File: src/rtl/lcd_pkg.sv
// Shared types and constants for the LCD pixel reader: FSM states, FIFO word
// layout and default panel timing (480x272 panel).
package lcd_pkg;

  typedef enum logic [1:0] {
    SEEK  = 2'd0,
    ARMED = 2'd1,
    RUN   = 2'd2
  } state_t;

  localparam int RGB_MSB = 23;
  localparam int SOF_BIT = 24;
  localparam int DATA_W  = RGB_MSB + 1;
  localparam int CNT_W   = 11;

  localparam int DEF_H_ACTIVE        = 480;
  localparam int DEF_H_FP            = 8;
  localparam int DEF_H_SYNC          = 4;
  localparam int DEF_H_BP            = 43;
  localparam int DEF_V_ACTIVE        = 272;
  localparam int DEF_V_FP            = 4;
  localparam int DEF_V_SYNC          = 4;
  localparam int DEF_V_BP            = 12;
  localparam bit DEF_SYNC_ACTIVE_LOW = 1'b1;

endpackage

File: src/rtl/lcd_timing_gen.sv
// Raster counters for the pixel clock domain; decodes the active window,
// sync pulses (polarity-neutral, high = asserted) and the (0,0) frame start.
module lcd_timing_gen
  import lcd_pkg::*;
#(
  parameter int H_ACTIVE = DEF_H_ACTIVE,
  parameter int H_FP     = DEF_H_FP,
  parameter int H_SYNC   = DEF_H_SYNC,
  parameter int H_BP     = DEF_H_BP,
  parameter int V_ACTIVE = DEF_V_ACTIVE,
  parameter int V_FP     = DEF_V_FP,
  parameter int V_SYNC   = DEF_V_SYNC,
  parameter int V_BP     = DEF_V_BP
) (
  input  logic i_clock,
  input  logic i_resetN,
  output logic o_active,
  output logic o_hsyncOn,
  output logic o_vsyncOn,
  output logic o_frameStart
);

  // Both totals must fit the 11-bit counters (<= 2048).
  localparam int H_TOTAL = H_ACTIVE + H_FP + H_SYNC + H_BP;
  localparam int V_TOTAL = V_ACTIVE + V_FP + V_SYNC + V_BP;

  localparam logic [CNT_W-1:0] H_LAST     = CNT_W'(H_TOTAL - 1);
  localparam logic [CNT_W-1:0] V_LAST     = CNT_W'(V_TOTAL - 1);
  localparam logic [CNT_W-1:0] H_VIS      = CNT_W'(H_ACTIVE);
  localparam logic [CNT_W-1:0] V_VIS      = CNT_W'(V_ACTIVE);
  localparam logic [CNT_W-1:0] HS_START   = CNT_W'(H_ACTIVE + H_FP);
  localparam logic [CNT_W-1:0] HS_END     = CNT_W'(H_ACTIVE + H_FP + H_SYNC);
  localparam logic [CNT_W-1:0] VS_START   = CNT_W'(V_ACTIVE + V_FP);
  localparam logic [CNT_W-1:0] VS_END     = CNT_W'(V_ACTIVE + V_FP + V_SYNC);

  logic [CNT_W-1:0] hCount;
  logic [CNT_W-1:0] vCount;

  always_ff @(posedge i_clock) begin
    if (!i_resetN) begin
      hCount <= '0;
      vCount <= '0;
    end else if (hCount == H_LAST) begin
      hCount <= '0;
      vCount <= (vCount == V_LAST) ? '0 : vCount + 1'b1;
    end else begin
      hCount <= hCount + 1'b1;
    end
  end

  assign o_active     = (hCount < H_VIS) && (vCount < V_VIS);
  assign o_hsyncOn    = (hCount >= HS_START) && (hCount < HS_END);
  assign o_vsyncOn    = (vCount >= VS_START) && (vCount < VS_END);
  assign o_frameStart = (hCount == '0) && (vCount == '0);

endmodule

File: src/rtl/lcd_pixel_reader.sv
// FIFO consumer that locks frames to the SOF marker and drives the LCD panel;
// underflow and misaligned frames blank to black without stalling the raster.
module lcd_pixel_reader
  import lcd_pkg::*;
#(
  parameter int H_ACTIVE        = DEF_H_ACTIVE,
  parameter int H_FP            = DEF_H_FP,
  parameter int H_SYNC          = DEF_H_SYNC,
  parameter int H_BP            = DEF_H_BP,
  parameter int V_ACTIVE        = DEF_V_ACTIVE,
  parameter int V_FP            = DEF_V_FP,
  parameter int V_SYNC          = DEF_V_SYNC,
  parameter int V_BP            = DEF_V_BP,
  parameter bit SYNC_ACTIVE_LOW = DEF_SYNC_ACTIVE_LOW
) (
  input  logic              i_clock,
  input  logic              i_resetN,
  input  logic [31:0]       i_fifoData,
  input  logic              i_fifoEmpty,
  output logic              o_fifoRead,
  output logic [DATA_W-1:0] o_rgb,
  output logic              o_de,
  output logic              o_hsync,
  output logic              o_vsync,
  output logic              o_underflow,
  output logic              o_frameError
);

  function automatic logic syncLevel(input logic asserted);
    return SYNC_ACTIVE_LOW ? !asserted : asserted;
  endfunction

  logic active;
  logic hsyncOn;
  logic vsyncOn;
  logic frameStart;

  lcd_timing_gen #(
    .H_ACTIVE(H_ACTIVE), .H_FP(H_FP), .H_SYNC(H_SYNC), .H_BP(H_BP),
    .V_ACTIVE(V_ACTIVE), .V_FP(V_FP), .V_SYNC(V_SYNC), .V_BP(V_BP)
  ) uTiming (
    .i_clock     (i_clock),
    .i_resetN    (i_resetN),
    .o_active    (active),
    .o_hsyncOn   (hsyncOn),
    .o_vsyncOn   (vsyncOn),
    .o_frameStart(frameStart)
  );

  logic              headSof;
  logic [DATA_W-1:0] headRgb;
  logic              unusedHighBits;

  assign headSof        = i_fifoData[SOF_BIT];
  assign headRgb        = i_fifoData[RGB_MSB:0];
  assign unusedHighBits = ^i_fifoData[31:SOF_BIT+1];

  state_t state;
  state_t nextState;

  logic pixelSlot;
  logic sofFault;
  logic popPixel;
  logic seekDiscard;
  logic underflowHit;

  always_ff @(posedge i_clock) begin
    if (!i_resetN) state <= SEEK;
    else           state <= nextState;
  end

  // ARMED at (0,0) already behaves as RUN so the held SOF word is shown there.
  always_comb begin
    nextState = state;
    case (state)
      SEEK:    if (!i_fifoEmpty && headSof) nextState = ARMED;
      ARMED:   if (frameStart) nextState = sofFault ? SEEK : RUN;
      RUN:     if (sofFault) nextState = SEEK;
      default: nextState = SEEK;
    endcase
  end

  always_comb begin
    pixelSlot    = active && ((state == RUN) || ((state == ARMED) && frameStart));
    sofFault     = pixelSlot && !i_fifoEmpty && (frameStart ? !headSof : headSof);
    popPixel     = pixelSlot && !i_fifoEmpty && !sofFault;
    seekDiscard  = (state == SEEK) && !i_fifoEmpty && !headSof;
    underflowHit = pixelSlot && i_fifoEmpty;
    o_fifoRead   = i_resetN && (popPixel || seekDiscard);
  end

  logic [DATA_W-1:0] rgb_p1;
  logic              vld_p1;
  logic              hsync_p1;
  logic              vsync_p1;
  logic              underflow;
  logic              frameError;

  // ---- stage p1: registered panel outputs, one clock behind the counters ----
  always_ff @(posedge i_clock) begin
    if (!i_resetN) begin
      rgb_p1     <= '0;
      vld_p1     <= 1'b0;
      hsync_p1   <= syncLevel(1'b0);
      vsync_p1   <= syncLevel(1'b0);
      underflow  <= 1'b0;
      frameError <= 1'b0;
    end else begin
      rgb_p1     <= popPixel ? headRgb : '0;
      vld_p1     <= active;
      hsync_p1   <= syncLevel(hsyncOn);
      vsync_p1   <= syncLevel(vsyncOn);
      underflow  <= underflow | underflowHit;
      frameError <= frameError | sofFault;
    end
  end

  assign o_rgb        = rgb_p1;
  assign o_de         = vld_p1;
  assign o_hsync      = hsync_p1;
  assign o_vsync      = vsync_p1;
  assign o_underflow  = underflow;
  assign o_frameError = frameError;

endmodule
File: config.mk
export PLATFORM = sky130hd
export DESIGN_NAME = lcd_pixel_reader
export DESIGN_NICKNAME = d
export VERILOG_FILES = /design/src/rtl/lcd_pkg.sv /design/src/rtl/lcd_timing_gen.sv /design/src/rtl/lcd_pixel_reader.sv
export SDC_FILE = /design/constraint.sdc
export NUM_CORES = 1
export LEC_CHECK = 0
export CELL_PAD_IN_SITES_DETAIL_PLACEMENT = 0
export CELL_PAD_IN_SITES_GLOBAL_PLACEMENT = 2
export CORE_AREA = 4 4 93 95
export DETAILED_ROUTE_END_ITERATION = 8
export DIE_AREA = 0 0 97 99
export PLACE_DENSITY_LB_ADDON = 0.08
export SETUP_SLACK_MARGIN = 0.2
export SLEW_MARGIN = 20
export SYNTH_ARGS = -nofsm -noshare
export SYNTH_HDL_FRONTEND = slang
export SYNTH_SLANG_ARGS = --single-unit
File: constraint.sdc
create_clock -name i_clock -period 3.13 [get_ports i_clock]
set_input_delay 0.4695 -clock i_clock [delete_from_list [all_inputs] [get_ports i_clock]]
set_output_delay 0.4695 -clock i_clock [all_outputs]
set_load 0.01 [all_outputs]
; ---- Yosys cells after proc, flatten, opt, wreduce, memory -nomap -nowiden
; Cells that the tools add are included.
[word_totals]
reg_bits = 53
out_inout_bits = 30
[op_classes]
add_sub_neg = 2
magnitude_cmp = 6
n_eq_ne = 7
muxes = 7
bitwise = 3
n_reduce_logical = 27
[ops]
columns = cell, n
row1 = 11-bit by 9-bit less-than comparator with 1-bit output (second input constant), 4
row2 = 11-bit by 1-bit adder with 11-bit output (second input constant), 2
row3 = 11-bit by 9-bit >= comparator with 1-bit output (second input constant), 2
row4 = 11-bit zero test, 2
row5 = 1-bit logical AND, 14
row6 = 11-bit by 10-bit equality test with 1-bit output (second input constant), 1
row7 = 11-bit by 9-bit equality test with 1-bit output (second input constant), 1
row8 = 11-bit two-way mux, 1
row9 = 2-bit two-way mux, 4
row10 = 2-bit != test (second input constant), 3
row11 = 2-bit one-hot mux with 3 select lines, 1
row12 = 1-bit zero test, 5
row13 = 3-bit AND reduction, 1
row14 = 2-bit by 1-bit equality test with 1-bit output (second input constant), 1
row15 = 2-bit equality test (second input constant), 1
row16 = 2-bit zero test, 1
row17 = 1-bit logical OR, 2
row18 = 1-bit bitwise OR, 2
row19 = 2-bit AND reduction, 1
row20 = 2-bit OR reduction, 1
row21 = 1-bit two-way mux, 1
row22 = 1-bit inverter, 1

; ---- Longest topological paths before layout
[depth]
word_depth = 11
ltp_mapped = 8
ltp_nobuf = 7

; ---- Hierarchy
; Synthesis repeated with hierarchy kept, for this count alone.
[unflattened]
hier_cells = 227
area_unflattened_um2 = 2183.3
[modules_own_cells]
columns = module, instances, cells_per_inst, area_each_um2, seq_area_each_um2
row1 = lcd_timing_gen, 1, 140, 1176.1, 440.4
row2 = lcd_pixel_reader, 1, 87, 1007.2, 620.6

; ---- Worst setup path after synthesis
; No wires, ideal clock.
[synth_path]
kind = flip-flop to output port
startpoint = register uTiming.hCount[5]
endpoint = output o_fifoRead
arrival_ns = 1.904
required_ns = 2.660
slack_ns = 0.757
path_stages_with_launch = 6
path_cell_list = dfxtp_1 -> or4_4 -> and4bb_4 -> mux2i_1 -> a31oi_4 -> or2_1
[synth_between]
elab_chain_cells = 11
[synth_rtl]
columns = item, line_no
row1 = from (decl), lcd_timing_gen.sv:36  ; logic [CNT_W-1:0] hCount;
row2 = from (signal assigned), lcd_timing_gen.sv:47  ; hCount <= hCount + 1'b1;
row3 = "parallel branches: the longest is 8 deep, another holds 11-bit by 9-bit less-than comparator with 1-bit output", -
row4 = 1-bit logical AND (*), lcd_pixel_reader.sv:86  ; popPixel = pixelSlot && !i_fifoEmpty && !sofFault;
row5 = 1-bit logical OR (*), lcd_pixel_reader.sv:89  ; o_fifoRead = i_resetN && (popPixel || seekDiscard);
row6 = 1-bit logical AND (*), lcd_pixel_reader.sv:89
row7 = to (decl), lcd_pixel_reader.sv:20  ; output logic o_fifoRead,
; Mark *: on every way between the ends.

; ---- Final worst setup path
; Same ends and word-level chain as after synthesis.

==> impl_results.md <==
- Status: complete, no violations
- Final Critical Period: roughly 2.8 ns
- Top layer in use: met4
- Required time of the critical path: around 2.7 ns
- Worst Hold Class: reg -> reg
- Setup TNS: 0 ns
- Core area: 7730 um^2
- Vias per cell: between 4 and 5
- Avg Cell Area, Syn: 9.79 um^2
- Most frequent cells in the layout: 56 x clkdlybuf4s50_1, 51 x dfxtp_1, 27 x nor2_1, 27 x and2_1, 16 x xor2_1
- Initial DRT Pass Iterations: 4
- Placed Instance Area: 2860 um^2
- Slowest stage cell on the critical path: or4_4
- Netlist Area Pre-Place: approximately 2100 um^2
- Design Area, Final: ~3000 um^2
- Crit path launch type: register
- Static leakage power: between 1 and 1.5 nW
- CTS tree: done
- Routed len/inst: roughly 13 um
- WL met2: between 2 and 3 mm
- Syn_nets: approximately 260
- Mapped Cells: between 200 and 250
- PwrDens: between 400 and 500 nW/um^2
- Routability cong.: 0.707
- CTS root buffer: clkbuf_8
- Reg area: 1070 um^2
- Max Fanout on Critical Path: 5
- CP cell instances: or4_4 -> and4bb_4 -> mux2i_4 -> a31oi_4 -> or2_1 -> buf_2
- Area grow syn2layout: 41.7%
- Final Max Tran Viols: 0
- Distinct cell type count after synthesis: 43
- Vias in the first global route: between 1500 and 2000
- H-tree depth: 2
- Met3 wire len: between 150 and 200 um
- Slew @ Worst Pin: 0.485 ns
- CP Class: reg -> out
- CTS Buffer Depth: 2
- Rows: 32
- CTS Sinks: 53
- Yosys warning total: 0
- Number of synthesized flops with an enable pin: 0
- Final nets: between 300 and 400
- Commonest non-fill, non-tap cell in the layout: clkdlybuf4s50_1
- Total global routing overflow: 0
- CP arrival: roughly 2.3 ns
- Period utilisation layout: 0.886
- Total track usage: 0.109
- CP max stage delay: between 0.5 and 0.6 ns
- Post-Route Skew: 0.00384 ns
- Die H: a little under 100 um
- Max_cap viols: 0
- IO buf count: 57
- Clock latency on the worst-skew pair: around 0.30 ns
- Fill cells: 770
- Met1 Wirelength: roughly 2.3 mm
- Power consumption: between 0.001 and 0.0015 W
- Drc violations: 0
- DRT iter0 DRCs: 54
- Register area share after synthesis: 0.495
- Die Span X: between 90 and 100 um
- Main flop type after synthesis: dfxtp_1
- First-pass GRT wire length: approximately 8.4 mm
- N_diodes: 0
- Worst VDD drop: around 0.00016 V
- Slew Limit Headroom: 0.674
- Final Hold Viols: 0
- Routed Antenna Nets: 0
- Total CTS buffers: 5
- Initial Util: 0.277
- Achievable frequency: between 300 and 400 MHz
- Worst setup EP type: primary output
- Multi-input gate area: between 1000 and 1500 um^2
- Clock-pin slew on the worst setup and hold paths: approximately 0.1 ns
- I/O pin total: 65
- Flops & latches, synth: 53
- Setup violators final: 0
- Largest net degree at the start of global routing: 25
- Routed via count: 1723
- RSZ-0062 raised after global routing: false
- Hold_ws: around 0.48 ns
- Post-synth ARST share: 0
- Share of cells above drive strength 1: 0.115
- Final WL: between 5 and 6 mm
- Initial antenna violation count: 0
- Die Area: approximately 9600 um^2
- Dpl hpwl: 3.89 mm
- Final core occ: 0.393
-- cell families (layout without fill, tap and decap cells) --
kind of cell / Yosys count / after routing / share of synthesized area
compound gates: 13 / 13 / 0.0496
flops: 53 / 53 / 0.495
mux: 1 / 1 / 0.00467
fa+ha+maj: 5 / 5 / 0.0292
buf+inv: 14 / 83 / 0.0327
xor+xnor: 17 / 17 / 0.0695
simple gates: 116 / 116 / 0.319
-- flip-flops by register name (all words and copies together), names as in the netlist --
register,count
uTiming.vCount,11
uTiming.hCount,11
o_rgb,24
o_hsync,1
o_frameError,1
o_underflow,1
o_vsync,1
o_de,1
state,2
-- metal layers --
metal  track usage  up-vias
li1              -      884
met1         0.134      807
met2         0.185       30
met3        0.0340        2
met4        0.0302        0
met5             0        -
-- path summary, 6_finish.rpt --
path | from | depth (start not counted) | slack (ns) | to
hold / removal | uTiming.hCount[3] | 1 | 0.48 | o_hsync
setup / recovery | uTiming.hCount[5] | 6 | 0.36 | o_fifoRead
setup reg to reg | uTiming.hCount[5] | 7 | 0.94 | o_rgb[12]
hold reg to reg | uTiming.hCount[3] | 1 | 0.48 | o_hsync
-- layout make-up --
type | instances | share of cell area
clock buffer | 6 | 0.0239
clock inverter | 2 | 0.0128
inverter | 6 | 0.00742
multi-input combinational | 152 | 0.347
sequential | 53 | 0.351
tap | 102 | 0.0420
timing repair buffer | 69 | 0.216
-- critical path, delay by kind of cell (launching register included) --
| family | cells | cell delay [ns] |
|---|---|---|
| AO/OA/AOI/OAI | 1 | 0.10 |
| flip-flops | 1 | 0.37 |
| buffers and inverters | 1 | 0.14 |
| multiplexers | 1 | 0.25 |
| AND/OR/NAND/NOR | 3 | 1.13 |
-- Yosys cell counts, types with 3 or more instances --
cell type | count | area [um^2]
clkbuf_1 | 4 | 15.0
nor4_1 | 4 | 25.0
or3_1 | 4 | 25.0
ha_1 | 5 | 62.6
and3_1 | 3 | 18.8
nand3_1 | 6 | 30.0
nand2b_1 | 5 | 31.3
nand4_1 | 12 | 75.1
nand2_1 | 10 | 37.5
xor2_1 | 16 | 140
and2_1 | 27 | 169
nor2_1 | 27 | 101
inv_1 | 6 | 22.5
a21oi_1 | 3 | 15.0
dfxtp_1 | 53 | 1060
-- power by group --
| part | total [W] | internal (W) | switching [W] |
|---|---|---|---|
| logic | 0.000108 | 0.0000657 | 0.0000421 |
| clock network | 0.000467 | 0.000240 | 0.000227 |
| registers | 0.000689 | 0.000682 | 0.00000662 |
| total | 0.00126 | 0.000989 | 0.000276 |
-- stage by stage --
stage                     setup slack, ns  instances
after floorplan                     0.757        219
after global placement              0.246        379
after detailed placement            0.263        379
after CTS                           0.211        389
after global routing                0.261        390
final                               0.358        390
-- repair_timing --
action,CTS,global route
hold buffers,0,0
pin swaps,1,1
setup buffers,2,1
endpoints found under the setup margin,1,1
gates resized for setup,7,6
Note: power is estimated with default switching activity, not from simulation.
